`src/rtl/vpd_transfer_engine_pkg.sv`:
```
`default_nettype none
// ============================================================================
// Module      : vpd_pkg
// Description : Shared types and constants for the VPD transfer engine.
// Revision    : 1.0 - initial release
// ============================================================================
package vpd_pkg;

    localparam int VPD_ADDR_W = 14;
    localparam int VPD_DATA_W = 32;

    // F-bit encoding of the transfer direction
    localparam logic VPD_DIR_READ  = 1'b0;
    localparam logic VPD_DIR_WRITE = 1'b1;

    typedef enum logic [1:0] {
        IDLE   = 2'd0,
        ACCESS = 2'd1,
        DONE   = 2'd2
    } vpd_state_e;

endpackage
`default_nettype wire

```
`src/rtl/vpd_transfer_engine_if.sv`:
```
`default_nettype none
// ============================================================================
// Module      : vpd_transfer_engine_if
// Description : req/ack bus between the VPD transfer engine and the VPD
//               backing store. master = engine, slave = backing store.
// Revision    : 1.0 - initial release
// ============================================================================
interface vpd_transfer_engine_if
    import vpd_pkg::*;
#(
    parameter int ADDR_WIDTH = VPD_ADDR_W,
    parameter int DATA_WIDTH = VPD_DATA_W
);

    logic                  mem_req;
    logic                  mem_we;
    logic [ADDR_WIDTH-2:0] mem_addr;
    logic [DATA_WIDTH-1:0] mem_wdata;
    logic                  mem_ack;
    logic [DATA_WIDTH-1:0] mem_rdata;
    logic                  mem_err;

    modport master (
        output mem_req,
        output mem_we,
        output mem_addr,
        output mem_wdata,
        input  mem_ack,
        input  mem_rdata,
        input  mem_err
    );

    modport slave (
        input  mem_req,
        input  mem_we,
        input  mem_addr,
        input  mem_wdata,
        output mem_ack,
        output mem_rdata,
        output mem_err
    );

endinterface
`default_nettype wire

```
`src/rtl/vpd_transfer_engine.sv`:
```
`default_nettype none
// ============================================================================
// Module      : vpd_transfer_engine
// Description : Runs one dword read or write against the VPD backing store
//               per start pulse, owns the VPD Data register and reports
//               completion, backing-store errors and ack timeouts.
// Revision    : 1.0 - initial release
// ============================================================================
module vpd_transfer_engine
    import vpd_pkg::*;
#(
    parameter int ADDR_WIDTH     = VPD_ADDR_W,
    parameter int DATA_WIDTH     = VPD_DATA_W,
    parameter int TIMEOUT_CYCLES = 1024
) (
    input  logic                  clk,
    input  logic                  rst,
    input  logic                  start,
    input  logic [ADDR_WIDTH-1:0] vpd_address,
    input  logic                  transfer_direction,
    input  logic [DATA_WIDTH-1:0] data_write_data,
    input  logic                  data_write_enable,
    output logic [DATA_WIDTH-1:0] data_read_data,
    output logic                  transfer_complete,
    output logic                  busy,
    output logic                  mem_err_flag,
    output logic                  timeout_flag,
    vpd_transfer_engine_if.master mem
);

    localparam int               CNT_W      = $clog2(TIMEOUT_CYCLES);
    localparam logic [CNT_W-1:0] C_CNT_LAST = CNT_W'(TIMEOUT_CYCLES - 1);

    vpd_state_e            r_state;
    logic [CNT_W-1:0]      r_cnt;
    logic [ADDR_WIDTH-2:0] r_addr;
    logic                  r_we;
    logic [DATA_WIDTH-1:0] r_wdata;
    logic [DATA_WIDTH-1:0] r_data;
    logic                  r_req;
    logic                  r_busy;
    logic                  r_cmpl;
    logic                  r_merr;
    logic                  r_tout;

    // The byte-address LSB below the dword boundary never reaches the store
    logic w_unused_addr_lsb;
    assign w_unused_addr_lsb = vpd_address[0];

    // Transfer FSM with timeout counter, address/direction/data captures and Data register
    always_ff @(posedge clk) begin
        if (rst) begin
            r_state <= IDLE;
            r_cnt   <= '0;
            r_addr  <= '0;
            r_we    <= 1'b0;
            r_wdata <= '0;
            r_data  <= '0;
            r_req   <= 1'b0;
            r_busy  <= 1'b0;
            r_cmpl  <= 1'b0;
            r_merr  <= 1'b0;
            r_tout  <= 1'b0;
        end else begin
            r_cmpl <= 1'b0;
            case (r_state)
                IDLE: begin
                    if (data_write_enable) begin
                        r_data <= data_write_data;
                    end
                    if (start) begin
                        r_addr  <= vpd_address[ADDR_WIDTH-1:1];
                        r_we    <= transfer_direction;
                        // Snapshot of the pre-write Data value: a same-cycle
                        // config write lands after the capture.
                        r_wdata <= r_data;
                        r_merr  <= 1'b0;
                        r_tout  <= 1'b0;
                        r_cnt   <= '0;
                        r_req   <= 1'b1;
                        r_busy  <= 1'b1;
                        r_state <= ACCESS;
                    end
                end
                ACCESS: begin
                    // An ack in the last counted cycle takes priority over timeout
                    if (mem.mem_ack) begin
                        if (mem.mem_err) begin
                            r_merr <= 1'b1;
                        end else if (r_we == VPD_DIR_READ) begin
                            r_data <= mem.mem_rdata;
                        end
                        r_req   <= 1'b0;
                        r_cmpl  <= 1'b1;
                        r_state <= DONE;
                    end else if (r_cnt == C_CNT_LAST) begin
                        // Give up silently: no completion so the F bit stays put
                        r_tout  <= 1'b1;
                        r_req   <= 1'b0;
                        r_busy  <= 1'b0;
                        r_state <= IDLE;
                    end else begin
                        r_cnt <= r_cnt + CNT_W'(1);
                    end
                end
                DONE: begin
                    r_busy  <= 1'b0;
                    r_state <= IDLE;
                end
                default: begin
                    r_req   <= 1'b0;
                    r_busy  <= 1'b0;
                    r_state <= IDLE;
                end
            endcase
        end
    end

    assign data_read_data    = r_data;
    assign transfer_complete = r_cmpl;
    assign busy              = r_busy;
    assign mem_err_flag      = r_merr;
    assign timeout_flag      = r_tout;

    assign mem.mem_req   = r_req;
    assign mem.mem_we    = r_we;
    assign mem.mem_addr  = r_addr;
    assign mem.mem_wdata = r_wdata;

endmodule
`default_nettype wire

```
`src/flat_wrapper.sv`:
```
// flat-port wrapper written by rule: the top's interface ports become plain ports
module vpd_transfer_engine_flat import vpd_pkg::*;
#(
    parameter int ADDR_WIDTH     = VPD_ADDR_W,
    parameter int DATA_WIDTH     = VPD_DATA_W,
    parameter int TIMEOUT_CYCLES = 1024
)
  (clk, rst, start, vpd_address, transfer_direction, data_write_data, data_write_enable, data_read_data, transfer_complete, busy, mem_err_flag, timeout_flag, mem_mem_req, mem_mem_we, mem_mem_addr, mem_mem_wdata, mem_mem_ack, mem_mem_rdata, mem_mem_err);
  vpd_transfer_engine_if #(.ADDR_WIDTH(ADDR_WIDTH), .DATA_WIDTH(DATA_WIDTH)) mem_i ();
  input  logic clk;
  input  logic rst;
  input  logic start;
  input  logic [ADDR_WIDTH-1:0] vpd_address;
  input  logic transfer_direction;
  input  logic [DATA_WIDTH-1:0] data_write_data;
  input  logic data_write_enable;
  output logic [DATA_WIDTH-1:0] data_read_data;
  output logic transfer_complete;
  output logic busy;
  output logic mem_err_flag;
  output logic timeout_flag;
  output wire logic [$bits(mem_i.mem_req)-1:0] mem_mem_req;
  output wire logic [$bits(mem_i.mem_we)-1:0] mem_mem_we;
  output wire logic [$bits(mem_i.mem_addr)-1:0] mem_mem_addr;
  output wire logic [$bits(mem_i.mem_wdata)-1:0] mem_mem_wdata;
  input wire logic [$bits(mem_i.mem_ack)-1:0] mem_mem_ack;
  input wire logic [$bits(mem_i.mem_rdata)-1:0] mem_mem_rdata;
  input wire logic [$bits(mem_i.mem_err)-1:0] mem_mem_err;
  assign mem_mem_req = mem_i.mem_req;
  assign mem_mem_we = mem_i.mem_we;
  assign mem_mem_addr = mem_i.mem_addr;
  assign mem_mem_wdata = mem_i.mem_wdata;
  assign mem_i.mem_ack = mem_mem_ack;
  assign mem_i.mem_rdata = mem_mem_rdata;
  assign mem_i.mem_err = mem_mem_err;
  vpd_transfer_engine #(.ADDR_WIDTH(ADDR_WIDTH), .DATA_WIDTH(DATA_WIDTH), .TIMEOUT_CYCLES(TIMEOUT_CYCLES)) u_core (.clk(clk), .rst(rst), .start(start), .vpd_address(vpd_address), .transfer_direction(transfer_direction), .data_write_data(data_write_data), .data_write_enable(data_write_enable), .data_read_data(data_read_data), .transfer_complete(transfer_complete), .busy(busy), .mem_err_flag(mem_err_flag), .timeout_flag(timeout_flag), .mem(mem_i));
endmodule
```
`config.mk`:
```
export PLATFORM = sky130hd
export DESIGN_NAME = vpd_transfer_engine_flat
export DESIGN_NICKNAME = d
export VERILOG_FILES = /design/src/rtl/vpd_transfer_engine_pkg.sv /design/src/rtl/vpd_transfer_engine_if.sv /design/src/rtl/vpd_transfer_engine.sv /design/src/flat_wrapper.sv
export SDC_FILE = /design/constraint.sdc
export NUM_CORES = 1
export LEC_CHECK = 0
export CAP_MARGIN = 20
export CORE_MARGIN = 4
export CORE_UTILIZATION = 42
export DETAILED_ROUTE_END_ITERATION = 6
export PLACE_DENSITY_LB_ADDON = 0.2
export SLEW_MARGIN = 15
export SYNTH_ARGS = -nofsm -noshare
export SYNTH_HDL_FRONTEND = slang
export SYNTH_SLANG_ARGS = --single-unit
```
`constraint.sdc`:
```
create_clock -name clk -period 2.05 [get_ports clk]
set_input_delay 0.3075 -clock clk [delete_from_list [all_inputs] [get_ports clk]]
set_output_delay 0.3075 -clock clk [all_outputs]
set_load 0.01 [all_outputs]
```
# After elaboration in Yosys (flattened, before gate mapping)
# Cells that the tools add are included.
op_classes:
  eq_ne: 13
  n_addsub: 1
  reduce_logical: 11
  mux: 27
  bitwise: 2
ops:
  columns: ["op", "count"]
  rows:
  - ["$mux W32", 4]
  - ["$pmux W32 S2", 1]
  - ["$mux W10", 3]
  - ["$pmux W10 S2", 1]
  - ["$ne A2 B2 Y1 const B", 8]
  - ["$reduce_and A4 Y1", 3]
  - ["$add A10 B1 Y10 const B", 1]
  - ["$eq A10 B10 Y1 const B", 1]
  - ["$mux W1", 10]
  - ["$mux W2", 3]
  - ["$pmux W1 S2", 3]
  - ["$reduce_and A3 Y1", 2]
  - ["$reduce_and A5 Y1", 1]
  - ["$pmux W2 S2", 1]
  - ["$reduce_and A2 Y1", 2]
  - ["$ne A3 B2 Y1 const B", 1]
  - ["$pmux W1 S3", 1]
  - ["$eq A2 B1 Y1 const B", 1]
  - ["$eq A2 B2 Y1 const B", 1]
  - ["$logic_not A2 Y1", 1]
  - ["$ne A2 B1 Y1 const B", 1]
  - ["$not A1 Y1", 2]
  - ["$reduce_bool A2 Y1", 1]
  - ["$reduce_or A2 Y1", 1]
word_totals:
  reg_bits: 95
  wordCells: 65
  out_inout_bits: 83
  in_bits: 85

# Longest topological paths before layout
# Gate-level depths: netlist of run 1.
logic_depth:
  word_depth: 4
  ltp_mapped: 6
  ltp_nobuf: 5

# Least setup slack after synthesis of run 1
# No wires, ideal clock.
synth_timing:
  path_type: "register to register"
  startpoint: "register u_core.r_cnt[0]"
  endpoint: "register u_core.r_cnt[6]"
  n_path_buf: 1
  setup_time_ps: 74
  path_stages_with_launch: 7
  path_slack_ps: 411
  required_time_ps: 1976
  synth_period_minus_slack_ps: 1639
  t_arrival_ps: 1564
  cell_sequence: "dfxtp_1 -> ha_1 -> nand3_1 -> o31ai_2 -> buf_2 -> nand3_1 -> a31oi_1"
synth_via:
  elab_chain_cells: 4
  word_cells_on_any_way: 7
  classes_between: "add/sub: 1; eq/ne: 2; mux: 3; reduce/logical: 1"
synth_lines:
  columns: ["element", "line_no", "rtl"]
  rows:
  - ["start, declared", "vpd_transfer_engine.sv:35", "logic [CNT_W-1:0] r_cnt;"]
  - ["start signal, assigned", "vpd_transfer_engine.sv:103", "r_cnt <= r_cnt + CNT_W'(1);"]
  - ["$add A10 B1 Y10", "vpd_transfer_engine.sv:103", null]
  - ["$mux W10", "vpd_transfer_engine.sv:96", "end else if (r_cnt == C_CNT_LAST) begin"]
  - ["$mux W10", "vpd_transfer_engine.sv:87", "if (mem.mem_ack) begin"]
  - ["$pmux W10 S2", "vpd_transfer_engine.sv:66", "case (r_state)"]
# Several ways; a longest one is shown, not always the timed one. The select of a mux whose other input is x is not followed.
# A chain may end at the register's enable or synchronous reset.

# Final worst setup path of run 1
layout_timing:
  startpoint: "register u_core.r_cnt[0]"
  endpoint: "register u_core.r_cnt[3]"
# Same word-level chain as after synthesis.

==> out/metrics.csv, run 1 <==
metric;value;unit
worst ir drop on vdd;407;uV
Cell Area, Placed;5600;um2
min-delay worst type;in2reg;
Setup CP Type;reg2reg;
CP required;2320;ps
max cap viols;0;
drt wl/cell;15.1;um
IO Count;168;
Antenna diodes;0;
CTS sink count;95;
setup bufs post-CTS;0;
Core ar.;8720;um2
Largest stage delay, worst path;350;ps
area delta synth->final;54.2;%
initial antenna violation count;0;
post-synthesis sequential area ratio;50.5;%
post-cts sizing count;0;
Starting Density;43.1;%
ys async rst share;0;%
Post-CTS Hold Buffers;0;
Root Buffer;clkbuf_8;
Mapped Area;3760;um2
DRC viols;0;
CP Launch Type;register;
Vias;3647;
top fanout value on the critical path;11;
synthesized area per cell;8.57;um2
# rows;34;
vias per cell;5.14;
number of synthesized flops with an enable pin;0;
Die Y;103;um
top cell type's share of synthesized area;50.5;%
Critical path buffers and inverters;1;
aggregate global routing overflow;0;
clk_skew;7.69;ps
fin area;5800;um2
Critical Path End Type;register;
Final HPWL DP;7890;um
final setup fails;0;
Routed Wire Length;10700;um
Commonest cells post-synth;nand2_1, dfxtp_1, a21oi_1, nor2_1, a211oi_1;
final worst path period need;1730;ps
leading area contributor after synthesis;dfxtp_1;
Distinct cells, synth;34;
Synthesized Nets;525;
CTS Buffer Depth;2;
Total Neg Setup Slack;0;ps
layout cells sized above 1;6.31;%
status;completed;
Worst slew margin;66.7;%
register bit total from synthesis;95;
total CTS buffers;9;
pwr dens;721;nW/um2
Die X;103;um
slowest CP cell;or3_1;
Mapped Cells;439;
fmax;0.577;GHz
CTS tree;built;
Worst Path Arrival;2000;ps
RSZ-0062 raised after global routing;false;
routability cong.;0.840;
yosys warns;0;
first-pass GRT wire length;16900;um
initial DRC count;104;
leakage;2.04;nW
gr usage total;20.2;%
CTS H-tree lvls;3;
cell with the most instances after synthesis;nand2_1;
CTS clk-pin slew, worst paths;90;ps
Least-Margin Pin Slew;500;ps
Routed Antenna Nets;0;
Final Net Count;683;
overall die area;10500;um2
FF-to-FF setup slack;320;ps
IO buf count;166;
Area contributors post-synth;dfxtp_1, nand2_1, mux2i_1;
Final Hold Fails;0;
pin count of the biggest net entering global routing;49;
latest clock arrival within the worst-skew pair;350;ps
cell family with most CP delay;simple AND/OR/NAND/NOR gates;
Pre-Repair DR Iteration Count;5;
vias in the first global route;3569;
filler cell count;734;
worst-path cell chain;ha_1 > nand3_1 > o31ai_2 > buf_4 > or3_1 > a211oi_1;
Tcrit/Tclk final;84.6;%
top_reg_cell synth;dfxtp_1;
Max Slew Vio Count;0;
-- layout make-up --
type	count	area (um2)	share of cell area (%)
clock buffer	12	145	2.50
clock inverter	4	53.8	0.927
inverter	2	7.51	0.129
multi-input combinational	308	1730	29.8
sequential	95	1900	32.8
tap	108	135	2.33
timing repair buffer	181	1830	31.6
-- worst reg2reg max path, cell delays in order, from the launching register on --
cell and delay, ps:
dfxtp_1 340, ha_1 240, nand3_1 190, o31ai_2 110
buf_4 180, or3_1 350, a211oi_1 230
-- per-layer routing --
layer	share of wire (%)	track usage [%]
met3	11	7.24
met4	1.1	5.85
met5	0	0
met2	50	35.7
met1	39	23.0
-- sequential cells by signal (all words and copies together) (netlist names), 2 cells and up --
register               count
u_core.data_read_data     32
u_core.mem.mem_wdata      32
u_core.mem.mem_addr       13
u_core.r_cnt              10
u_core.r_state             2
-- cell families (layout without fill, tap and decap cells) --
logic type	Yosys count	count (layout)	synth area share, %
adder cells (fa/ha/maj)	1	1	0.333
AO/OA/AOI/OAI	102	102	16.7
AND/OR/NAND/NOR	173	173	19.7
buffers and inverters	36	199	4.16
multiplexers	32	32	8.51
flip-flops	95	95	50.5
-- metrics by stage --
stage	power (mW)	utilization, %	worst slack [ps]	cells	hold slack, ps
floorplan	2.47	-	411	439	443
global placement	2.98	64.2	105	694	441
detailed placement	3.00	64.2	0.115	694	448
CTS	4.22	66.5	301	710	411
global route	4.38	66.5	170	710	437
finish	4.18	66.5	316	710	426
-- final timing paths --
| check | startpoint | end | cells past startpoint |
|---|---|---|---|
| hold reg to reg | u_core.mem.mem_wdata[0] | u_core.mem.mem_wdata[0] | 2 |
| setup reg to reg | u_core.r_cnt[0] | u_core.r_cnt[3] | 6 |
| setup / recovery | u_core.r_cnt[0] | u_core.r_cnt[3] | 6 |
| hold / removal | rst | u_core.mem.mem_wdata[26] | 2 |
-- layout by cell type, fill, tap and decap left out, types with 3 or more instances in the layout --
master and n:
or4_1 3, clkbuf_8 10, a211oi_1 35, a21oi_1 53, nor2_1 35, nand2_1 98
a31oi_1 6, nand2b_1 4, or2_2 3, or3_1 4, clkdlybuf4s50_1 165, mux2i_1 32
nand3_1 12, dfxtp_1 95, buf_12 5, buf_4 10
-- where the power goes --
part / internal [mW] / switching [mW] / total (mW)
registers: 1.97 / 0.0801 / 2.05
logic: 0.500 / 0.402 / 0.902
clock network: 0.603 / 0.629 / 1.23
No activity file was read; power rests on OpenSTA's default activity.
==> run 2, diff against run 1 <==
==> constraint.sdc (replaced) <==
create_clock -name clk -period 1.73 [get_ports clk]
set_input_delay 0.2595 -clock clk [delete_from_list [all_inputs] [get_ports clk]]
set_output_delay 0.2595 -clock clk [all_outputs]
set_load 0.01 [all_outputs]
==> run 2 against run 1 <==
- clock skew grew 0.58 ps
- sequential share of layout area decreased by 0.45 points
- power rose by 18%
- die area unchanged
- critical path depth decreased by 1
- utilization up 0.92 points
- fmax rose by 2.0%
- wire length up 2.7%
- first-iteration DRC count down 0.96%
- cell area is 1.4% higher
- largest cell class unchanged
- largest power group unchanged
- highest routed layer unchanged
==> out/metrics.csv, run 2 (synthesis results as in run 1) <==
metric;value;unit
final setup fails;0;
Max Slew Vio Count;0;
top fanout value on the critical path;3;
layout cells sized above 1;8.33;%
Clk pwr share;28.8;%
first-pass GRT wire length;17100;um
setup bufs post-CTS;0;
routability cong.;0.766;
Final Hold Fails;0;
CTS H-tree lvls;3;
Final Net Count;694;
CP startpoint;u_core.r_cnt[1];
Routed Wire Length;11000;um
min-delay worst type;in2reg;
most frequent cells in the layout;clkdlybuf4s50_1, nand2_1, dfxtp_1;
IO Count;168;
CP required;1950;ps
layer with the highest usage;met2;
CP Launch Type;register;
Worst Hold Launch;rst;
Worst Path Arrival;1920;ps
initial DRC count;103;
fmax;0.588;GHz
Seq. cell area;1900;um2
Tcrit/Tclk final;98.3;%
leakage;2.08;nW
clk_skew;8.27;ps
worst setup margin;30.0;ps
total CTS buffers;9;
met1 GRT Util;24.5;%
Final HPWL DP;8240;um
Multi-input gate area;1750;um2
Antenna diodes;0;
area delta synth->final;56.3;%
Root Buffer;clkbuf_8;
DP Cell Count;705;
Psw;1.34;mW
Setup CP Type;reg2reg;
RR Startpoint;u_core.r_cnt[1];
aggregate global routing overflow;0;
filler cell count;751;
overall die area;10500;um2
Least-Margin Pin Slew;415;ps
commonest non-fill, non-tap cell in the layout;clkdlybuf4s50_1;
Routed Antenna Nets;0;
drt wl/cell;15.3;um
Die X;103;um
Worst slew margin;72.3;%
Vias;3694;
M2 GR Usage;34.3;%
final worst path period need;1700;ps
CTS sink count;95;
Comb pwr share;22.1;%
max cap viols;0;
Final Non-Filler Cells;720;
pwr dens;839;nW/um2
DRC viols;0;
gr usage total;20.7;%
Post-CTS Hold Buffers;0;
Core ar.;8720;um2
pin count of the biggest net entering global routing;40;
Starting Density;43.1;%
post-cts sizing count;0;
IO buf count;166;
CTS tree;built;
worst ir drop on vdd;355;uV
Die Y;103;um
worst slack, placed;-213;ps
Reg power frac;49.1;%
# rows;34;
status;completed;
Pre-Repair DR Iteration Count;4;
initial antenna violation count;0;
Net Sw Frac;27.1;%
latest clock arrival within the worst-skew pair;350;ps
Internal;3.60;mW
CTS clk-pin slew, worst paths;90;ps
Total Neg Setup Slack;0;ps
Critical Path End Type;register;
Post-Route Hold Slack;230;ps
vias in the first global route;3589;
GRT met3 Usage;7.85;%
vias per cell;5.13;
CTS Buffer Depth;2;
RSZ-0062 raised after global routing;false;
run 2: changes by cell type in the layout (fill, tap and decap cells not counted), sizes merged:
cell      before  now
buf           16   27
clkinvlp       2    4
clkbuf        12   10
inv            3    2
run 2: per-stage QoR:
stage | utilization (%) | power (mW) | instance area (um2)
3_5_place_dp | 65.1 | 3.57 | 5670
4_1_cts | 67.2 | 4.98 | 5860
2_1_floorplan | - | 2.92 | 3760
3_3_place_gp | 65.1 | 3.54 | 5670
6_report | 67.4 | 4.94 | 5880
5_1_grt | 67.4 | 5.16 | 5880
run 2: area by class of cell:
type | count | share of cell area, %
sequential | 95 | 32.3
timing repair buffer | 192 | 32.3
multi-input combinational | 308 | 29.7
tap | 108 | 2.30
clock buffer | 10 | 2.17
clock inverter | 5 | 1.02
inverter | 2 | 0.128
run 2: path summary, 6_finish.rpt:
| check | to | slack, ps | depth (start not counted) |
|---|---|---|---|
| min reg2reg | u_core.mem.mem_addr[3] | 460 | 2 |
| min | u_core.r_cnt[5] | 230 | 3 |
| max reg2reg | u_core.busy | 30 | 5 |
| max | u_core.busy | 30 | 5 |
run 2: per-layer routing:
layer / routed length [um] / share of wire (%)
met2: 5220 / 47
met4: 219 / 2.0
met5: 0 / 0
met1: 4470 / 41
met3: 1100 / 10
run 2: power groups by stage:
stage	clock network, mW	logic, mW	registers [mW]
3_3_place_gp	0	1.08	2.47
6_report	1.42	1.09	2.42
5_1_grt	1.54	1.18	2.45
2_1_floorplan	0	0.391	2.53
3_5_place_dp	0	1.10	2.47
4_1_cts	1.45	1.10	2.42
run 2: worst max-delay path, stage by stage (launching register included):
cell and delay [ps]:
dfxtp_1 370, ha_1 190, nand3_1 170, or2_2 380, o41ai_2 330, a211oi_1 140
==> run 3, diff against run 2 <==
--- a/config.mk
+++ b/config.mk
@@ -6,6 +6,7 @@
 export NUM_CORES = 1
 export LEC_CHECK = 0
 export CAP_MARGIN = 20
+export CORE_ASPECT_RATIO = 2
 export CORE_MARGIN = 4
 export CORE_UTILIZATION = 42
 export DETAILED_ROUTE_END_ITERATION = 6
==> run 3 against run 2 <==
- cell area increased by 4.0%
- global-route usage up 0.064 points
- highest routed layer unchanged
- critical path type is now in2reg
- cell count grew 0.28%
==> out/metrics.csv, run 3 (synthesis results as in run 1) <==
metric;value;unit
Post-CTS Hold Buffers;0;
final setup fails;0;
worst ir drop on vdd;653;uV
CTS Buffer Depth;2;
Die X;74.9;um
initial antenna violation count;0;
area delta synth->final;62.6;%
Setup crit end;u_core.data_read_data[5];
drt wl/cell;15.2;um
FF-to-FF setup slack;120;ps
Worst slew margin;64.1;%
first-pass GRT wire length;16900;um
Die Y;142;um
RR Startpoint;u_core.r_cnt[0];
Critical Path End Type;register;
leakage;2.21;nW
Routed Wire Length;11000;um
DRC viols;0;
Clk pwr share;36.3;%
clk_skew;8.35;ps
gr usage total;20.7;%
CTS tree;built;
Reg power frac;43.8;%
total CTS buffers;9;
Antenna diodes;0;
reg2reg path depth;6;
overall die area;10600;um2
pwr dens;908;nW/um2
RSZ-0062 raised after global routing;false;
Final Hold Fails;0;
CP required;1930;ps
CTS sink count;95;
layout cells sized above 1;10.8;%
R2R Path End;u_core.timeout_flag;
status;completed;
Hold Crit Depth;2;
Starting Density;43.2;%
pin count of the biggest net entering global routing;54;
Final HPWL DP;8000;um
worst slack, placed;-218;ps
worst setup margin;117;ps
CP Launch Type;input pin;
fmax;0.620;GHz
Max Slew Vio Count;0;
Setup CP Type;in2reg;
max cap viols;0;
min-delay worst type;in2reg;
latest clock arrival within the worst-skew pair;340;ps
Pre-Repair DR Iteration Count;4;
# rows;48;
initial DRC count;159;
final worst path period need;1610;ps
Comb pwr share;20.0;%
top fanout value on the critical path;15;
Routed Antenna Nets;0;
Tcrit/Tclk final;93.2;%
Net Sw Frac;25.5;%
vias per cell;5.10;
final core occ;70.2;%
Internal;4.13;mW
CTS H-tree lvls;3;
Final Net Count;703;
commonest non-fill, non-tap cell in the layout;clkdlybuf4s50_1;
CTS clk-pin slew, worst paths;60;ps
vias in the first global route;3651;
routability cong.;0.803;
IO buf count;166;
Least-Margin Pin Slew;539;ps
CP startpoint;mem_mem_ack;
most frequent cells in the layout;clkdlybuf4s50_1, nand2_1, dfxtp_1;
aggregate global routing overflow;0;
Vias;3680;
Root Buffer;clkbuf_16;
Worst Path Arrival;1810;ps
Core ar.;8710;um2
Psw;1.42;mW
IO Count;168;
## run 3: cell types whose count changed in the layout (fill, tap and decap cells not counted), moves of 2 or more
cell,delta
clkinv_4,+2
dfxtp_1,-2
inv_6,+2
dfxtp_2,+2
clkinvlp_4,-4
buf_4,+7
clkbuf_8,-8
clkbuf_16,+10
## run 3: worst min-delay path by stage
stage,startpoint,end,slack (ps)
2_1_floorplan,vpd_address[1],u_core.mem.mem_addr[0],400
3_3_place_gp,u_core.mem.mem_addr[7],u_core.mem.mem_addr[7],440
3_5_place_dp,u_core.mem.mem_wdata[0],u_core.mem.mem_wdata[0],450
4_1_cts,rst,u_core.r_state[1],380
5_1_grt,rst,u_core.r_state[1],420
6_report,rst,u_core.r_state[1],390
## run 3: critical path, stage by stage
cell and delay [ps]:
clkdlybuf4s50_1 540, buf_4 160, nand4bb_1 150, a21oi_4 290, buf_4 180, clkbuf_16 160
a211oi_1 70
## run 3: power groups by stage
stage | Combinational [mW] | Sequential, mW | Clock (mW)
floorplan | 0.391 | 2.53 | 0
global placement | 1.07 | 2.47 | 0
detailed placement | 1.09 | 2.48 | 0
finish | 1.11 | 2.43 | 2.01
global route | 1.20 | 2.44 | 2.13
CTS | 1.10 | 2.43 | 2.05
## run 3: routing by layer
layer  GRT usage (%)  up-vias  wire length (um)
met5               0        -                 0
met4            9.85        0               323
met3            6.10       22               741
met2            36.4      143              5870
met1            21.6     1642              4020
li1                -     1873                 -
## run 3: repair_timing
| action | 4_1_cts | 5_1_grt |
|---|---|---|
| setup endpoints to repair | 4 | 16 |
| resized for setup | 0 | 11 |
| cloned | 0 | 1 |
| endpoints found under the hold margin | 0 | 0 |
| buffers inserted | 0 | 2 |
| pin swaps | 0 | 2 |
## run 3: metrics by stage
| stage | instances | area [um2] | hold slack (ps) | setup TNS (ps) | total power, mW |
|---|---|---|---|---|---|
| after floorplan | 439 | 3760 | 395 | 0 | 2.92 |
| after global placement | 703 | 5720 | 441 | -5190 | 3.54 |
| after detailed placement | 703 | 5720 | 446 | -6430 | 3.57 |
| after CTS | 719 | 6030 | 378 | -74.5 | 5.57 |
| after global routing | 722 | 6120 | 417 | 0 | 5.78 |
| final | 722 | 6120 | 392 | 0 | 5.55 |
## run 3: final cells by class
type	instances	area [um2]
clock buffers	11	243
clock inverters	5	65.1
fillers	675	2590
inverters	2	7.51
multi-input cells	308	1770
flip-flops and latches	95	1900
well taps	100	125
repair buffers	201	2010
